`config.mk`:
```
export PLATFORM = sky130hd
export DESIGN_NAME = pipe_shifter
export DESIGN_NICKNAME = d
export VERILOG_FILES = /design/src/rtl/pipe_shifter_pkg.sv /design/src/rtl/shift_level.sv /design/src/rtl/pipe_shifter.sv
export SDC_FILE = /design/constraint.sdc
export NUM_CORES = 1
export LEC_CHECK = 0
export CAP_MARGIN = 15
export CORE_UTILIZATION = 45
export DETAILED_ROUTE_END_ITERATION = 7
export PLACE_DENSITY = 0.77
export SLEW_MARGIN = 10
export SYNTH_ARGS = -nofsm -noshare
export SYNTH_HDL_FRONTEND = slang
export SYNTH_HIERARCHICAL = 1
export SYNTH_SLANG_ARGS = --single-unit
```
`constraint.sdc`:
```
create_clock -name clk -period 2.9 [get_ports clk]
set_input_delay 0.58 -clock clk [delete_from_list [all_inputs] [get_ports clk]]
set_output_delay 0.58 -clock clk [all_outputs]
set_load 0.05 [all_outputs]
```
`src/rtl/pipe_shifter_pkg.sv`:
```
// rtl/pipe_shifter_pkg.sv - shared op encoding, control struct and sizing helpers for pipe_shifter
package pipe_shifter_pkg;

  typedef enum logic [1:0] {
    SLL = 2'b00,
    SRL = 2'b01,
    SRA = 2'b10,
    ROR = 2'b11
  } shift_op_e;

  // Width-independent part of a stage register; the top wraps it with the
  // WIDTH/TAG_W dependent fields (shamt, data, tag).
  typedef struct packed {
    logic      valid;
    shift_op_e op;
    logic      fill;
  } stage_ctrl_t;

  // Shift-amount width for a given operand width.
  function automatic int shamt_w(input int width);
    return $clog2(width);
  endfunction

  // Pipeline stage that hosts a given shift level.
  function automatic int level_stage(input int level, input int depth, input int levels);
    return (level * depth) / levels;
  endfunction

endpackage

```
`src/rtl/shift_level.sv`:
```
// rtl/shift_level.sv - one conditional shift-by-DIST level (rotate wiring only with PIPE_SHIFTER_ROTATE_EN)
module shift_level
  import pipe_shifter_pkg::*;
#(
  parameter int WIDTH = 32,
  parameter int DIST  = 1
) (
  input  logic             en,
  input  shift_op_e        op,
  input  logic             fill,
  input  logic [WIDTH-1:0] data_in,
  output logic [WIDTH-1:0] data_out
);

  // Pass through unless this level's shamt bit is set; then shift by DIST.
  always_comb begin
    data_out = data_in;
    if (en) begin
      case (op)
        SLL:     data_out = {data_in[WIDTH-DIST-1:0], {DIST{1'b0}}};
        SRA:     data_out = {{DIST{fill}}, data_in[WIDTH-1:DIST]};
`ifdef PIPE_SHIFTER_ROTATE_EN
        ROR:     data_out = {data_in[DIST-1:0], data_in[WIDTH-1:DIST]};
`endif
        default: data_out = {{DIST{1'b0}}, data_in[WIDTH-1:DIST]};
      endcase
    end
  end

endmodule

```
`src/rtl/pipe_shifter.sv`:
```
// rtl/pipe_shifter.sv - pipelined barrel shifter with valid/ready backpressure; op 11 rotates when PIPE_SHIFTER_ROTATE_EN is defined
module pipe_shifter
  import pipe_shifter_pkg::*;
#(
  parameter int WIDTH      = 32,
  parameter int PIPE_DEPTH = 2,
  parameter int TAG_W      = 5
) (
  input  logic                     clk,
  input  logic                     reset,
  input  logic                     in_valid,
  output logic                     in_ready,
  input  logic [1:0]               in_op,
  input  logic [WIDTH-1:0]         in_data,
  input  logic [$clog2(WIDTH)-1:0] in_shamt,
  input  logic [TAG_W-1:0]         in_tag,
  output logic                     out_valid,
  input  logic                     out_ready,
  output logic [WIDTH-1:0]         out_data,
  output logic [TAG_W-1:0]         out_tag
);

  localparam int SHAMT_W = shamt_w(WIDTH);

  typedef struct packed {
    stage_ctrl_t        ctrl;
    logic [SHAMT_W-1:0] shamt;
    logic [WIDTH-1:0]   data;
    logic [TAG_W-1:0]   tag;
  } stage_reg_t;

  stage_reg_t         stage_q   [PIPE_DEPTH];
  stage_reg_t         stage_d   [PIPE_DEPTH];
  stage_reg_t         stage_in  [PIPE_DEPTH];
  stage_reg_t         stage_out [PIPE_DEPTH];
  logic [PIPE_DEPTH:0] adv;
  shift_op_e          entry_op;

  // Decode the requested op at entry; without rotate support op 11 behaves as SRL.
  always_comb begin
    entry_op = shift_op_e'(in_op);
`ifndef PIPE_SHIFTER_ROTATE_EN
    if (entry_op == ROR) begin
      entry_op = SRL;
    end
`endif
  end

  // The SRA fill bit is the operand sign captured here and carried with the entry.
  assign stage_in[0] = '{
    ctrl:  '{valid: in_valid, op: entry_op, fill: (entry_op == SRA) && in_data[WIDTH-1]},
    shamt: in_shamt,
    data:  in_data,
    tag:   in_tag
  };

  for (genvar k = 1; k < PIPE_DEPTH; k++) begin : g_stage_link
    assign stage_in[k] = stage_q[k-1];
  end

  // Level j shifts by 2^(SHAMT_W-1-j) and lives in stage level_stage(j); the
  // first level of a stage reads the stage input, the last one drives its output.
  for (genvar j = 0; j < SHAMT_W; j++) begin : g_level
    localparam int STAGE = level_stage(j, PIPE_DEPTH, SHAMT_W);
    localparam int BITNO = SHAMT_W - 1 - j;
    localparam bit FIRST = (j == 0) || (level_stage(j - 1, PIPE_DEPTH, SHAMT_W) != STAGE);
    localparam bit LAST  = (j == SHAMT_W - 1) || (level_stage(j + 1, PIPE_DEPTH, SHAMT_W) != STAGE);

    stage_reg_t       lvl_in;
    stage_reg_t       lvl_out;
    logic [WIDTH-1:0] lvl_data;

    if (FIRST) begin : g_first
      assign lvl_in = stage_in[STAGE];
    end else begin : g_chain
      assign lvl_in = g_level[j-1].lvl_out;
    end

    shift_level #(
      .WIDTH (WIDTH),
      .DIST  (1 << BITNO)
    ) u_level (
      .en       (lvl_in.shamt[BITNO]),
      .op       (lvl_in.ctrl.op),
      .fill     (lvl_in.ctrl.fill),
      .data_in  (lvl_in.data),
      .data_out (lvl_data)
    );

    assign lvl_out = '{ctrl: lvl_in.ctrl, shamt: lvl_in.shamt, data: lvl_data, tag: lvl_in.tag};

    if (LAST) begin : g_last
      assign stage_out[STAGE] = lvl_out;
    end
  end

  // Advance chain: a stage moves when it is empty or its successor moves.
  always_comb begin
    adv             = '0;
    adv[PIPE_DEPTH] = out_ready;
    for (int k = PIPE_DEPTH - 1; k >= 0; k--) begin
      adv[k] = ~stage_q[k].ctrl.valid | adv[k+1];
    end
  end

  // Next stage contents: take the upstream result on advance, otherwise hold.
  always_comb begin
    for (int k = 0; k < PIPE_DEPTH; k++) begin
      stage_d[k] = stage_q[k];
      if (adv[k]) begin
        stage_d[k] = stage_out[k];
      end
    end
  end

  // Stage registers; reset empties the pipe and zeroes every field.
  always_ff @(posedge clk) begin
    for (int k = 0; k < PIPE_DEPTH; k++) begin
      if (reset) begin
        stage_q[k] <= '0;
      end else begin
        stage_q[k] <= stage_d[k];
      end
    end
  end

  assign in_ready  = adv[0];
  assign out_valid = stage_q[PIPE_DEPTH-1].ctrl.valid;
  assign out_data  = stage_q[PIPE_DEPTH-1].data;
  assign out_tag   = stage_q[PIPE_DEPTH-1].tag;

endmodule

```
==> results.tsv <==
stage	metric	value	unit
flow_run	max_cap_viol_count	0	
clocking	tritoncts	yes	
sta	finalHoldViolCount	0	
route	first_pass_iters	7	
clocking	htree_levels	3	
clocking	hold_buffers	0	
clocking	cts.path.max_buffers	2	
floorplan	io_pins	87	
floorplan	die_area	15400	um2
pwr	p_leak	3.17	nW
sta	relSlewSlack	37.3	%
logic_synthesis	synth_cells	1023	
pwr	powerDensity	439	nW/um2
finish	diodes	0	
run_status	status	finished, final reports clean	
placement	io_buffers	86	
sta	tightest_slew	941	ps
route	viasPerCell	5.61	
placement	hpwl	12.3	mm
floorplan	start_util	46.3	%
sta	fin_crit_sh	96.8	%
finish	top_register	stage_q	
logic_synthesis	ys_seq_area_share	24.1	%
finish	final_nets	1145	
worst_hold_path	min_path_type	reg2reg	
clocking	clk_pin_slew	60	ps
global_routing	antenna_found_initial	0	
route	vias	7213	
logic_synthesis	synth-async-reset-ratio	0	%
logic_synthesis	synth_top_cell_by_area	dfxtp_1	
worst_setup_path	crit_required	3170	ps
global_routing	grt_pass1_vias	5985	
global_routing	grt_pass1_wl	28.6	mm
floorplan	die_y	124	um
sta	fin_crit	2810	ps
sta	skew	8.37	ps
sta	worst_slack	93.2	ps
logic_synthesis	synthesis.nets	1071	
logic_synthesis	synth.most_common_cell	nand2_1	
placement	gp_congestion	0.902	
logic_synthesis	ys_ff_latch	81	
clocking	cts_buffers	9	
worst_setup_path	crit_arrival	3080	ps
route	drt-initial-drc-count	553	
sta	setup_viol	0	
logic_synthesis	synth.area.top_cells	dfxtp_1, or3b_1, nand2_1, a31oi_1, o21ai_0	
finish	layout-drive-gt1-share	12.4	%
worst_setup_path	end_kind	flip-flop	
global_routing	grt_start_max_net_pins	72	
sta	fmax	356	MHz
placement	pre_cts_slack	-354	ps
clocking	clock_latency	340	ps
finish	largest_reg_flops	81	
global_routing	grt_overflow	0	
clocking	cts-root-buf	clkbuf_16	
logic_synthesis	synth_top_area_share	24.1	%
route	wl_per_cell	13.4	um
floorplan	fp.dieW	124	um
logic_synthesis	yosysUniqueCellTypes	29	
logic_synthesis	avgSynthCellArea	6.57	um2
route	finalWirelength	17.2	mm
route	drc	0	
finish	final_core_util	57.2	%
logic_synthesis	yosys_warnings	6	
finish	synthToLayoutAreaGrowth	23.6	%
sta	drv_slew	0	
worst_setup_path	worstSetupPathType	in2reg	
floorplan	core	14500	um2
global_routing	grt_usage	21.8	%
logic_synthesis	synth_edf_count	0	
finish	reg_top3	stage_q (81)	
logic_synthesis	synthesis.area	6720	um2
logic_synthesis	synthFlopType	dfxtp_1	
worst_setup_path	crit_fanout	18	
pwr	vdd_ir_drop_max	0.257	mV
finish	fillers	1378	
floorplan	rows	44	
route	antenna_left	0	
clocking	cts_sinks	81	
logic_synthesis	synth_common_cells	nand2_1, nor2_1, a31oi_1	
worst_setup_path	startpoint_type	primary input	
==> what timing repair did <==
action | CTS | global route
setup buffers | 0 | 4
hold endpoints to repair | 0 | 0
resized for setup | 0 | 13
setup endpoints to repair | 0 | 16
==> kinds of logic after synthesis <==
logic type | Yosys count | synth area share, %
DFF | 81 | 24.1
muxes | 31 | 4.61
and+or+nand+nor | 402 | 30.3
buffers and inverters | 171 | 11.8
AOI/OAI and AO/OA | 338 | 29.2
==> worst max-delay path, cell delays in order <==
cell,delay [ps]
clkdlybuf4s50_1,450
nor2b_4,230
and2_4,190
buf_12,130
mux2i_1,100
o22ai_2,190
o21ai_0,130
a31oi_1,260
or3b_1,370
a31oi_1,220
nand2_1,80
a21oi_1,140
==> path summary, 6_finish.rpt <==
check / from / cells after the start / to / slack (ps)
setup reg to reg: stage_q[0][44] / 6 / stage_q[1][6] / 520
hold / removal: stage_q[1][33] / 2 / stage_q[1][33] / 450
hold reg to reg: stage_q[1][33] / 2 / stage_q[1][33] / 450
setup / recovery: in_op[1] / 12 / stage_q[0][21] / 90
==> power by group <==
group | internal (mW) | switching, mW | total, mW | leakage (nW)
clock network | 0.682 | 0.488 | 1.17 | 0.148
logic | 0.529 | 0.653 | 1.18 | 2.35
registers | 1.20 | 0.0968 | 1.30 | 0.671
total | 2.41 | 1.24 | 3.65 | 3.17
==> layout by cell type (no fill, tap or decap), drive strengths merged, types with 67 or more instances in the layout <==
master | Yosys | layout
a31oi | 98 | 98
or3b | 98 | 98
inv | 62 | 67
nand2 | 187 | 187
clkdlybuf4s50 | 0 | 82
buf | 51 | 89
o21ai | 99 | 99
dfxtp | 81 | 81
nor2 | 106 | 106
a21oi | 79 | 79
==> layout make-up <==
class / count / area (um2) / area share, %
multi-input cells: 771 / 4380 / 52.7
flip-flops and latches: 81 / 1630 / 19.6
repair buffers: 171 / 1530 / 18.4
inverters: 63 / 241 / 2.90
well taps: 184 / 230 / 2.77
clock inverters: 7 / 81.3 / 0.978
clock buffers: 9 / 225 / 2.71
==> metal layers <==
layer	share of wire (%)	wire length, um	track usage (%)
met4	2.5	422	8.22
met5	0	0	0
met2	46	7840	34.9
met1	47	8130	30.5
met3	4.7	800	1.85
==> stage by stage <==
step	TNS [ps]	power (mW)	cell area, um2	hold slack [ps]	std cells
detailed placement	-4020	2.47	7910	444	1266
global route	-120	3.85	8310	471	1286
floorplan	0	2.09	6730	429	1023
finish	0	3.65	8310	446	1286
CTS	0	3.65	8210	451	1282
global placement	-2650	2.45	7910	437	1266
Power figures use the tool's default switching activity.
